===== src/rtl/acc_axil_cfg_slave.sv =====
// acc_axil_cfg_slave: AXI4-Lite control/status/config register slave for the accelerator window
module acc_axil_cfg_slave #(
  parameter logic [63:0] BaseAddr  = 64'h5000_0000,
  parameter logic [63:0] WindowLen = 64'h1000,
  parameter int          NumCfg    = 14
) (
  input  logic                 clk_i,
  input  logic                 rst_ni,
  input  logic [63:0]          awaddr_i,
  input  logic                 awvalid_i,
  output logic                 awready_o,
  input  logic [63:0]          wdata_i,
  input  logic [7:0]           wstrb_i,
  input  logic                 wvalid_i,
  output logic                 wready_o,
  output logic [1:0]           bresp_o,
  output logic                 bvalid_o,
  input  logic                 bready_i,
  input  logic [63:0]          araddr_i,
  input  logic                 arvalid_i,
  output logic                 arready_o,
  output logic [63:0]          rdata_o,
  output logic [1:0]           rresp_o,
  output logic                 rvalid_o,
  input  logic                 rready_i,
  output logic                 acc_start_o,
  input  logic                 acc_busy_i,
  input  logic                 acc_done_i,
  output logic [NumCfg*64-1:0] cfg_o,
  output logic                 irq_o
);
  typedef enum logic [1:0] {IDLE, WR_RESP, RD_RESP} state_t;
  state_t state, state_nx;
  logic [63:0] cfg [NumCfg];
  logic [63:0] w_word, r_word, rd_val;
  logic irq_en, done, w_hit, r_hit, w_acc, r_acc, done_clr, start;
  // word index within the window; low three address bits never matter
  assign w_word = (awaddr_i - BaseAddr) >> 3;
  assign r_word = (araddr_i - BaseAddr) >> 3;
  assign w_hit = awaddr_i >= BaseAddr && (awaddr_i - BaseAddr) < WindowLen;
  assign r_hit = araddr_i >= BaseAddr && (araddr_i - BaseAddr) < WindowLen;
  assign w_acc = rst_ni && state == IDLE && awvalid_i && wvalid_i;
  assign r_acc = rst_ni && state == IDLE && arvalid_i && !(awvalid_i && wvalid_i);
  assign awready_o = w_acc;
  assign wready_o  = w_acc;
  assign arready_o = r_acc;
  assign bvalid_o  = state == WR_RESP;
  assign rvalid_o  = state == RD_RESP;
  assign done_clr = w_acc && w_hit && w_word == 64'd1 && wstrb_i[0] && wdata_i[1];
  assign start    = w_acc && w_hit && w_word == 64'd0 && wstrb_i[0] && wdata_i[0];
  for (genvar g = 0; g < NumCfg; g++) begin : g_cfg
    assign cfg_o[g*64 +: 64] = cfg[g];
  end
  always_comb begin
    rd_val = '0;
    if (r_hit) begin
      if (r_word == 64'd0) rd_val[1] = irq_en;
      if (r_word == 64'd1) rd_val[1:0] = {done, acc_busy_i};
      for (int k = 0; k < NumCfg; k++)
        if (r_word == 64'(k + 2)) rd_val = cfg[k];
    end
  end
  always_comb begin
    state_nx = state;
    if (state == IDLE) state_nx = w_acc ? WR_RESP : r_acc ? RD_RESP : IDLE;
    if (state == WR_RESP) state_nx = bready_i ? IDLE : WR_RESP;
    if (state == RD_RESP) state_nx = rready_i ? IDLE : RD_RESP;
  end
  always_ff @(posedge clk_i) begin
    if (!rst_ni) state <= IDLE;
    else state <= state_nx;
  end
  always_ff @(posedge clk_i) begin
    if (!rst_ni) begin
      bresp_o     <= '0;
      rresp_o     <= '0;
      rdata_o     <= '0;
      irq_en      <= 1'b0;
      done        <= 1'b0;
      irq_o       <= 1'b0;
      acc_start_o <= 1'b0;
      for (int k = 0; k < NumCfg; k++) cfg[k] <= '0;
    end else begin
      acc_start_o <= start;
      done        <= acc_done_i | (done & ~done_clr);
      irq_o       <= done & irq_en;
      if (w_acc) bresp_o <= w_hit ? 2'b00 : 2'b11;
      if (r_acc) begin
        rresp_o <= r_hit ? 2'b00 : 2'b11;
        rdata_o <= rd_val;
      end
      if (w_acc && w_hit && w_word == 64'd0 && wstrb_i[0]) irq_en <= wdata_i[1];
      for (int k = 0; k < NumCfg; k++)
        for (int b = 0; b < 8; b++)
          if (w_acc && w_hit && w_word == 64'(k + 2) && wstrb_i[b])
            cfg[k][8*b +: 8] <= wdata_i[8*b +: 8];
    end
  end
endmodule


===== config.mk =====
export PLATFORM = sky130hd
export DESIGN_NAME = acc_axil_cfg_slave
export DESIGN_NICKNAME = d
export VERILOG_FILES = /design/src/rtl/acc_axil_cfg_slave.sv
export SDC_FILE = /design/constraint.sdc
export NUM_CORES = 2
export LEC_CHECK = 0
export BUFFER_PORTS_ARGS = -buffer_cell sky130_fd_sc_hd__buf_4
export CORE_AREA = 8 8 458 460
export CTS_CLUSTER_DIAMETER = 30
export DETAILED_ROUTE_END_ITERATION = 8
export DIE_AREA = 0 0 466 468
export REMOVE_ABC_BUFFERS = 1
export SYNTH_ARGS = -nofsm -noshare
export SYNTH_HDL_FRONTEND = slang
export SYNTH_SLANG_ARGS = --single-unit

===== constraint.sdc =====
create_clock -name clk_i -period 5.16 [get_ports clk_i]
set_input_delay 0.774 -clock clk_i [delete_from_list [all_inputs] [get_ports clk_i]]
set_output_delay 0.774 -clock clk_i [all_outputs]
set_load 0.02 [all_outputs]

# Word-level counts from Yosys, hierarchy flattened
# Memories as Yosys holds them, arrays and structs flattened.
# Index checks and enable logic that the tools add are counted.
[classes]
n_div = 0
n_reduce_logical = 146
muxes = 475
n_mul = 0
shift = 0
magnitude_cmp = 4
addsub = 2
n_eq_ne = 32
bitwise_logic = 116
[ops]
columns = ["cell", "count"]
rows = [
  ["$eq 61x4->1 const B", 16],
  ["$mux 64", 15],
  ["$mux 8", 112],
  ["$eq 61x3->1 const B", 8],
  ["$mux 1", 339],
  ["$eq 61x2->1 const B", 4],
  ["$logic_and 1x1->1", 141],
  ["$ge 64x31->1 const B", 2],
  ["$logic_not 64->1", 2],
  ["$lt 64x13->1 const B", 2],
  ["$sub 64x31->64 const B", 2],
  ["$eq 61x1->1 const B", 2],
  ["$or 1x1->1", 113],
  ["$mux 2", 9],
  ["$reduce_bool 3->1", 1],
  ["$and 1x1->1", 2],
  ["$eq 2x1->1 const B", 1],
  ["$eq 2x2->1 const B", 1],
  ["$logic_not 2->1", 1],
  ["$logic_not 1->1", 1],
  ["$not 1->1", 1],
]
[totals]
memories = 1
mem_bits_ro = 0
inputBits = 209
elab_cells = 784
out_inout_bits = 971
ramBits = 896
latch_bits = 0
regBits = 74
[mem_list]
columns = ["name", "words", "word_bits", "rd", "rd_ports_with_merged_regs", "wr", "line_no", "rtl"]
rows = [
  ["cfg", 14, 64, 14, 0, 14, "34", "logic [63:0] cfg [NumCfg];"],
]

# Logic depth before layout (Yosys ltp)
[depth]
depth_word = 19
ltp_mapped = 15
ltp_nobuf = 11

# Least setup slack after synthesis
# Ideal clock, no wire load.
[synth_timing]
path_kind = "input-to-reg"
from = "input port awaddr_i[34]"
to = "memory cfg[4][0] (netlist: cfg[0][256]), enable pin"
setup_ns = 0.387
path_buffers = 2
path_slack_ns = 0.533
path_stages = 10
t_arrival_ns = 4.241
t_required_ns = 4.773
path_cell_list = "or4_4 > or4_1 > or3b_1 > a2111oi_0 > o311ai_1 > nor4_4 > nand2_2 > clkbuf_1 > clkbuf_1 > o31ai_1"
[synth_rtl]
columns = ["item", "line_no", "rtl"]
rows = [
  ["from (decl)", "9", "input logic [63:0] awaddr_i,"],
  ["to (decl)", "34", ""],
]

==> metrics.yaml <==
synthesis:
  yosysSeqAreaShare: 0.635
  synth_edf_count: 896
  synth-seq-cells: 968
  synthFlopType: "edfxtp_1"
  synth_cells: 3782
  synth_top_cells_by_count: "edfxtp_1, nor4_1, clkbuf_1"
  yosys.area.top_type: "edfxtp_1"
  synth_cell_types: 89
  netlist_area_um2: 44600
  yosysTopAreaCellShare: 0.603
  yosysMostFrequentCell: "edfxtp_1"
  synth_area_leaders: "edfxtp_1, nor4_1, dfxtp_1, clkbuf_1, nand2_1"
  async_flop_share: 0
  synth-warning-count: 0
  postSynthAreaPerCell_um2: 11.8
drt:
  num_vias: 46200
  drt_iter0_markers: 7389
  post_drt_wl_per_cell_um: 41.5
  wl_um: 338000
  final_antenna_net_count: 0
  vias_per_cell: 5.67
  dr.pass1.iters: 7
  route.detailed.drc: 0
placement:
  port_buffers: 1173
  post_dp_cell_area_um2: 59300
  dp_hpwl_um: 255000
  gp_congestion: 0.947
worst_setup_path:
  critPathRequiredTime_ns: 5.71
  end_kind: "register"
  cp.arrival_ns: 4.87
  worstSetupPathType: "in -> reg"
  cp_max_fo: 35
  start_kind: "input pin"
grt:
  grt_max_degree: 161
  met3_usage: 0.127
  grt_use_met2: 0.455
  grt.met1_usage: 0.339
  grt_pass1_vias: 45200
  grt.busiest_layer: "met2"
  grt.overflow.total: 0
  grt_usage: 0.294
  grt_pass1_wl_um: 435000
  antenna_found_initial: 46
clock_tree:
  ctsHoldBuffers: 0
  cts_max_level: 5
  post_cts_resized: 0
  clkTransAtPathRegs_ns: 0.05
  cts_tree: "yes"
  insertion_delay_ns: 0.93
  postCtsSetupBuffers: 0
  cts_buffer_depth: 4
  cts.sinks: 968
  cts_root_buffer: "clkbuf_16"
  cts_buffers: 274
layout:
  fillerInstances: 20400
  final_nets: 5457
  multi_input_area_um2: 15000
  final-seq-area_um2: 28300
  synthToLayoutAreaGrowth_pct: 53.2
  fin_util: 0.337
  fin_area_um2: 68400
  drive_above_1_share: 0.395
sta:
  slew_viol_final: 0
  finalCritPeriodShare: 0.837
  setup_violations: 0
  worst_hold_slack_ns: 0.177
  finalHoldViolCount: 0
  period_minus_slack_ns: 4.32
  fin_worst_skew_ns: 0.0827
  slew_headroom: 0.246
  worst_slew_pin_slew_ns: 1.13
  rsz0062_at_grt: "no"
  fmax_ghz: 0.232
die:
  die_x_um: 466
  coreArea_um2: 203000
  die_y_um: 468
  start_util: 0.220
  ioPinCount: 1180
  rows: 166
  fp.dieArea_um2: 218000
power_and_ir_drop:
  total_power_mw: 28.9
  vdd_drop_max_uv: 326
  pwr_density_cell_nw_per_um2: 423
  leakage_nw: 24.4
worst_hold_path:
  min_path_type: "in -> reg"
run:
  cap_violations: 0
run_status:
  status: "finished clean"
[area by class of cell]
cell class / count / share of cell area
antenna: 15 / 0.000549
clock buffer: 316 / 0.105
clock inverter: 158 / 0.0272
inverter: 31 / 0.00172
multi-input combinational: 2401 / 0.220
sequential: 968 / 0.415
tap: 2688 / 0.0492
timing repair buffer: 1566 / 0.182
[stage by stage]
stage | std cells | worst slack, ns | TNS (ns)
after floorplan | 3400 | -3.70 | -3742.81
final | 8143 | 0.843 | 0
after CTS | 8128 | 0.859 | 0
after global placement | 7654 | -0.0800 | -0.497
after detailed placement | 7654 | -0.0632 | -0.377
after global routing | 8130 | 0.646 | 0
[routing by layer]
layer | vias to the layer above | wire length, um
met5 | - | 31
met4 | 4 | 23800
met3 | 854 | 46400
met2 | 4223 | 148000
met1 | 23000 | 120000
li1 | 18100 | -
[state kept, by name, summed over array words and instances (netlist names)]
name / flops
cfg: 896
rdata_o: 64
state: 2
acc_start_o: 1
bresp_o: 1
done: 1
irq_en: 1
irq_o: 1
rresp_o: 1
[cell families (layout without fill, tap and decap cells)]
family / count (synthesis) / count (layout) / share of synthesized area
buf+inv: 413 / 2071 / 0.0377
compound gates: 935 / 935 / 0.145
other cells: 0 / 15 / 0
mux: 65 / 65 / 0.0164
flops: 968 / 968 / 0.635
xor+xnor: 7 / 7 / 0.00137
simple gates: 1388 / 1388 / 0.162
fa+ha+maj: 6 / 6 / 0.00168
[worst paths after layout]
| check | startpoint | to | slack, ns | cells after the start |
|---|---|---|---|---|
| min | acc_done_i | done | 0.18 | 3 |
| max reg2reg | state[1] | cfg[0][422] | 1.29 | 12 |
| max | awaddr_i[34] | cfg[0][422] | 0.84 | 13 |
| min reg2reg | rdata_o[39] | rdata_o[39] | 0.46 | 2 |
[worst max-delay path, cell delays in order]
cell	delay (ns)
buf_4	0.12
or4_4	0.58
or4_1	0.44
or3b_1	0.36
a2111oi_0	0.53
buf_4	0.20
o311ai_1	0.15
nor4_4	0.16
buf_4	0.22
nand4_1	0.31
buf_12	0.30
o21ai_0	0.45
buf_4	0.26
[power breakdown]
group / switching, mW / total (mW) / leakage (nW) / internal, mW
Clock: 5.17 / 16.9 / 4.37 / 11.7
Sequential: 0.459 / 9.51 / 9.12 / 9.05
Combinational: 1.66 / 2.49 / 10.9 / 0.825
[placed cells by master (no fill, tap or decap), types with 25 or more instances in the layout]
cell type     n
buf_4      1510
edfxtp_1    896
nor4_1      409
nand2_1     282
clkbuf_16   279
nor2_1      253
a21oi_1     172
o21ai_0     167
nor3_1      156
a22oi_1      84
and2_1       79
dfxtp_1      72
o31ai_1      63
buf_12       54
o22ai_1      51
clkinv_2     44
mux2_2       44
bufinv_16    39
a211oi_1     36
a221oi_1     36
clkbuf_1     33
clkinv_1     33
a22o_1       31
inv_1        28
a2111oi_0    28
a222oi_1     27
nand3_1      26
a21o_1       26
a31o_2       25
Note: power is estimated with default switching activity, not from simulation.
